$ cat src/rtl/ps2_kbd_tx.sv
// ps2_kbd_tx: device-side PS/2 transmitter (synthesizable keyboard model).
// Scan-code bytes are queued through a valid/ready port into a small FIFO and
// sent as 11-bit frames: start(0), 8 data bits LSB first, odd parity, stop(1).
// Optional build macro PS2_KBD_TX_BREAK_EN adds in_break, which enqueues 0xF0
// followed by in_data as one atomic two-entry push.
module ps2_kbd_tx #(
  parameter int CLK_DIV    = 2500,  // sys-clk cycles per ps2_clk half-period, >= 2
  parameter int GAP_CYC    = 5000,  // idle cycles between frames
  parameter int FIFO_DEPTH = 4      // power of 2, >= 2
) (
  input  logic                          clk,
  input  logic                          rst,
  input  logic                          in_valid,
  input  logic [7:0]                    in_data,
`ifdef PS2_KBD_TX_BREAK_EN
  input  logic                          in_break,
`endif
  output logic                          in_ready,
  output logic                          ps2_clk,
  output logic                          ps2_data,
  output logic                          busy,
  output logic [$clog2(FIFO_DEPTH):0]   fifo_cnt
);

  localparam int PW      = $clog2(FIFO_DEPTH);
  localparam int CNTW    = PW + 1;
  localparam int MAX_CYC = (CLK_DIV > GAP_CYC) ? CLK_DIV : GAP_CYC;
  localparam int CW      = $clog2(MAX_CYC) + 1;
  localparam logic [CW-1:0]   DIV_LOAD = CW'(CLK_DIV - 1);
  localparam logic [CW-1:0]   GAP_LOAD = CW'(GAP_CYC - 1);
  localparam logic [CNTW-1:0] DEPTH    = CNTW'(FIFO_DEPTH);

  typedef enum logic [2:0] {IDLE, LOAD, BIT_HI, BIT_LO, GAP} state_t;

  state_t          state_reg;
  logic [7:0]      mem_reg [FIFO_DEPTH];
  logic [7:0]      head_reg;
  logic [PW-1:0]   wr_ptr_reg;
  logic [PW-1:0]   rd_ptr_reg;
  logic [CNTW-1:0] cnt_reg;
  logic [CNTW-1:0] cnt_next;
  logic [10:0]     sh_reg;
  logic [3:0]      bit_idx_reg;
  logic [CW-1:0]   tmr_reg;
  logic            ps2_clk_reg;
  logic            ps2_data_reg;
  logic            busy_reg;
  logic            pop;
  logic [1:0]      push_n;

`ifdef PS2_KBD_TX_BREAK_EN
  // Ready only when a two-entry break push would fit, so the rule is uniform.
  assign in_ready = ((DEPTH - cnt_reg) >= CNTW'(2));
  assign push_n   = (in_valid && in_ready) ? (in_break ? 2'd2 : 2'd1) : 2'd0;
`else
  assign in_ready = (cnt_reg != DEPTH);
  assign push_n   = {1'b0, in_valid && in_ready};
`endif

  // The head byte leaves the FIFO on the single LOAD cycle.
  assign pop      = (state_reg == LOAD);
  assign cnt_next = cnt_reg + CNTW'(push_n) - CNTW'(pop);

  assign ps2_clk  = ps2_clk_reg;
  assign ps2_data = ps2_data_reg;
  assign busy     = busy_reg;
  assign fifo_cnt = cnt_reg;

  // FIFO storage with registered head read; a byte written at edge t is
  // visible in head_reg from edge t+1, which is never later than LOAD.
  always_ff @(posedge clk) begin
`ifdef PS2_KBD_TX_BREAK_EN
    if (push_n == 2'd2) begin
      mem_reg[wr_ptr_reg]                <= 8'hF0;
      mem_reg[PW'(wr_ptr_reg + 1'b1)]    <= in_data;
    end else if (push_n == 2'd1) begin
      mem_reg[wr_ptr_reg] <= in_data;
    end
`else
    if (push_n[0]) begin
      mem_reg[wr_ptr_reg] <= in_data;
    end
`endif
    head_reg <= mem_reg[rd_ptr_reg];
  end

  // FIFO pointers and occupancy; pointers wrap naturally at PW bits.
  always_ff @(posedge clk or posedge rst) begin
    if (rst) begin
      wr_ptr_reg <= '0;
      rd_ptr_reg <= '0;
      cnt_reg    <= '0;
    end else begin
      wr_ptr_reg <= wr_ptr_reg + PW'(push_n);
      rd_ptr_reg <= rd_ptr_reg + PW'(pop);
      cnt_reg    <= cnt_next;
    end
  end

  // Frame FSM: one shared down-counter times both clock phases and the gap.
  always_ff @(posedge clk or posedge rst) begin
    if (rst) begin
      state_reg    <= IDLE;
      sh_reg       <= '1;
      bit_idx_reg  <= '0;
      tmr_reg      <= '0;
      ps2_clk_reg  <= 1'b1;
      ps2_data_reg <= 1'b1;
      busy_reg     <= 1'b0;
    end else begin
      case (state_reg)
        IDLE: begin
          if (cnt_reg != '0) begin
            state_reg <= LOAD;
            busy_reg  <= 1'b1;
          end
        end
        LOAD: begin
          sh_reg       <= {1'b1, ~^head_reg, head_reg, 1'b0};
          bit_idx_reg  <= '0;
          tmr_reg      <= DIV_LOAD;
          ps2_clk_reg  <= 1'b1;
          ps2_data_reg <= 1'b0;  // start bit, sh[0]
          state_reg    <= BIT_HI;
        end
        BIT_HI: begin
          if (tmr_reg == '0) begin
            tmr_reg     <= DIV_LOAD;
            ps2_clk_reg <= 1'b0;  // receiver samples on this falling edge
            state_reg   <= BIT_LO;
          end else begin
            tmr_reg <= tmr_reg - 1'b1;
          end
        end
        BIT_LO: begin
          if (tmr_reg == '0) begin
            ps2_clk_reg <= 1'b1;
            if (bit_idx_reg == 4'd10) begin
              tmr_reg      <= GAP_LOAD;
              ps2_data_reg <= 1'b1;
              state_reg    <= GAP;
            end else begin
              tmr_reg      <= DIV_LOAD;
              bit_idx_reg  <= bit_idx_reg + 4'd1;
              ps2_data_reg <= sh_reg[bit_idx_reg + 4'd1];
              state_reg    <= BIT_HI;
            end
          end else begin
            tmr_reg <= tmr_reg - 1'b1;
          end
        end
        GAP: begin
          if (tmr_reg == '0) begin
            // A queued byte loads on the very next cycle; otherwise rest in IDLE.
            if (cnt_reg != '0) begin
              state_reg <= LOAD;
            end else begin
              state_reg <= IDLE;
              busy_reg  <= 1'b0;
            end
          end else begin
            tmr_reg <= tmr_reg - 1'b1;
          end
        end
        default: begin
          state_reg    <= IDLE;
          ps2_clk_reg  <= 1'b1;
          ps2_data_reg <= 1'b1;
          busy_reg     <= 1'b0;
        end
      endcase
    end
  end

endmodule

$ cat config.mk
export PLATFORM = sky130hd
export DESIGN_NAME = ps2_kbd_tx
export DESIGN_NICKNAME = d
export VERILOG_FILES = /design/src/rtl/ps2_kbd_tx.sv
export SDC_FILE = /design/constraint.sdc
export NUM_CORES = 1
export LEC_CHECK = 0
export BUFFER_PORTS_ARGS = -buffer_cell sky130_fd_sc_hd__buf_4
export CORE_MARGIN = 2
export CORE_UTILIZATION = 61
export CTS_CLUSTER_SIZE = 12
export DETAILED_ROUTE_END_ITERATION = 7
export PLACE_DENSITY = 0.79
export SYNTH_ARGS = -nofsm -noshare
export SYNTH_HDL_FRONTEND = slang
export SYNTH_SLANG_ARGS = --single-unit
$ cat constraint.sdc
create_clock -name clk -period 3.35 [get_ports clk]
set_input_delay 0.335 -clock clk [delete_from_list [all_inputs] [get_ports clk]]
set_output_delay 0.335 -clock clk [all_outputs]
set_load 0.02 [all_outputs]
==> impl_results.md <==
- Status: completed
- Cell Chain, Critical Path: inv_1 > ha_1 > or4b_1 > or4_4 > a21oi_4 > nor2_1 > a221o_1
- Top delay family on crit path: simple AND/OR/NAND/NOR gates
- Post-DP Area: 0.004039 mm^2
- CTS sink count: 81
- VDD IR max: 0.4815 mV
- Netlist cell types: 67
- Clock skew: 0.01027 ns
- FMAX: 384.7 MHz
- Total chip power: 2.330 mW
- Vias in the first global route: 2537
- Post-synth EDFFs: 32
- Min Clock Period, post-route: 2.599 ns
- PD cells: 547.5 mW/mm^2
- Post-Route WL: 7.240 mm
- Hold Slack: 0.1903 ns
- Met3 global-route usage: 0.04847
- CP Class: reg2reg
- Die Ht: 83.59 um
- Worst slew margin: 0.3114
- RSZ-0062 raised after global routing: false
- Dominant synthesized flop cell: edfxtp_1
- Worst EP arrival: 2.83 ns
- Sw Ratio: 0.2547
- Fin. max-slew vios: 0
- Total negative slack: 0 ns
- Post-cts hold buffer count: 0
- Hold path start: in_data[6]
- Fin util: 0.7062
- Placed Cells incl. Taps: 391
- H-tree depth: 3
- Switch Pwr: 0.5936 mW
- Routability cong.: 0.8815
- ANT cells: 0
- Slew @ Worst Pin: 1.032 ns
- Clock group share of total power: 0.336
- Area contributors post-synth: edfxtp_1, dfrtp_1, dfstp_2
- Initial Util: 0.6412
- Largest register FFs: 32
- First-pass GRT wire length: 12.48 mm
- DR WL/cell: 17.79 um
- Reg-to-reg slack, setup: 0.75 ns
- Setup-failing EPs final: 0
- Initial antenna violation count: 0
- CTS tree: built
- Critical path endpoint category: register
- Crit share post-route: 0.7759
- Net count after synthesis: 327
- Non-Filler Instances: 407
- FF-to-FF End: tmr_reg[6]
- Slowest-stage cell, CP: or4b_1
- Placed wire-length estimate: 5.031 mm
- Combinational group share of total power: 0.134
- Critical Path Source Type: register
- Mean post-synth cell area: 12.59 um^2
- FFs w/ async S/R, synth: 0.5062
- Fraction of layout cells with a size suffix above 1: 0.2560
- Number of synthesized register bits: 81
- Cells after synthesis: 307
- Hold Crit Depth: 1
- Post-CTS Setup Bufs: 0
- GRT Max-Usage Layer: met2
- Clk Latency, worst-skew pair: 0.34 ns
- Vias per inst: 6.199
- Port Buffers: 17
- Max clock buf depth: 2
- Min-delay worst type: in2reg
- Reg clk slew, reported paths: 0.09 ns
- Worst setup margin: 0.7507 ns
- Design Area, Final: 0.004255 mm^2
- Router iterations before antenna repair: 4
- Worst-case reg-to-reg path depth: 7
- Iter 0 DRT Violations: 184
- CP max stage delay: 0.60 ns
- Sequential share of power: 0.530
- Nets: 347
- Vias post-DR: 2523
- Row cnt: 28
- Synth warnings: 0
- Layout area overhead: 10.14%
- Share of the synthesized area in the top cell type: 0.2487
- Critical Path RT: 3.59 ns
- Clock root buffer: clkbuf_8
- GRT Total Usage: 0.2238
- Synth area leader: edfxtp_1
- Place WS: 0.7663 ns
- Seq/Total Area, Yosys: 0.5596
- Largest net degree at the start of global routing: 28
- Max Cap Violations: 0
- Final antenna-violating net count: 0
- Worst R2R Start: tmr_reg[0]
- Internal cell power: 1.736 mW
- Post-CTS Resized: 0
- Ports: 18
- Gr ovfl total: 0
- Core area: 0.006026 mm^2
- Hold path endpoint: mem_reg[1][6]
- Levels on crit path: 7
- Crit path max fanout: 11
- Final Hold Vio Count: 0
- GR Util met2: 0.3622
- Total CTS buffers: 9
- Drt drc: 0
- Die X: 83.59 um
- Met1 Use GR: 0.3056
- Post-Syn Area: 0.003864 mm^2
- Die footprint: 0.006986 mm^2
- CP bufs+invs: 1
- Leakage power: 1.665 nW
layer usage:
layer | vias up | wire, um
met5 | - | 0
met4 | 0 | 125
met3 | 12 | 325
met2 | 81 | 3502
met1 | 1248 | 3287
li1 | 1182 | -
power by group through the flow:
stage | clock [mW] | sequential [mW] | combinational, mW
final | 0.783 | 1.23 | 0.313
after global routing | 0.837 | 1.25 | 0.347
after CTS | 0.794 | 1.24 | 0.319
after detailed placement | 0 | 1.25 | 0.320
after global placement | 0 | 1.24 | 0.307
after floorplan | 0 | 1.26 | 0.186
worst max-delay path by stage:
stage	startpoint	end	slack (ns)
6_report	tmr_reg[0]	tmr_reg[6]	0.75
4_1_cts	tmr_reg[0]	tmr_reg[6]	0.77
3_5_place_dp	tmr_reg[0]	tmr_reg[6]	0.77
5_1_grt	tmr_reg[0]	tmr_reg[6]	0.63
3_3_place_gp	tmr_reg[0]	tmr_reg[6]	0.84
2_1_floorplan	tmr_reg[0]	tmr_reg[6]	0.93
worst reg2reg max path: cells and delay by family (launching register included):
kind / cells / cell delay, ns
AOI/OAI and AO/OA: 2 / 0.57
adders and majority gates: 1 / 0.15
buffers and inverters: 1 / 0.12
DFF: 1 / 0.41
and+or+nand+nor: 3 / 1.25
layout by cell type, fill, tap and decap left out, types with 9 or more instances in the layout:
cell      instances
edfxtp_1         32
dfrtp_1          29
buf_4            27
nand2_1          19
nor2_1           17
o21ai_0          14
a21oi_1          12
nor3_1           12
dfstp_2          12
inv_1            11
mux2i_1          10
xnor2_1          10
mux2_2           10
mux4_2            9
clkbuf_8          9
layout make-up:
cell class / instances / area (um^2)
Clock buffer: 10 / 127.6
Clock inverter: 6 / 88.84
Fill cell: 443 / 1770
Inverter: 11 / 41.29
Multi-Input combinational cell: 197 / 1539
Sequential cell: 81 / 2162
Tap cell: 75 / 93.84
Timing Repair Buffer: 27 / 202.7
cell usage after synthesis, types with 8 or more instances:
| cell type | instances |
|---|---|
| a21oi_1 | 12 |
| clkbuf_1 | 9 |
| dfrtp_1 | 29 |
| dfstp_2 | 12 |
| dfxtp_1 | 8 |
| edfxtp_1 | 32 |
| ha_1 | 8 |
| inv_1 | 11 |
| mux2_2 | 10 |
| mux2i_1 | 10 |
| mux4_2 | 9 |
| nand2_1 | 19 |
| nor2_1 | 17 |
| nor3_1 | 12 |
| o21ai_0 | 14 |
| xnor2_1 | 10 |
logic make-up after synthesis:
group	share of synthesized area
AOI/OAI and AO/OA	0.09748
xor gates and xnor gates	0.03173
adders and majority gates	0.03368
buffers and inverters	0.04209
DFF	0.5596
muxes	0.1075
and+or+nand+nor	0.1279
Note: power is estimated with default switching activity, not from simulation.
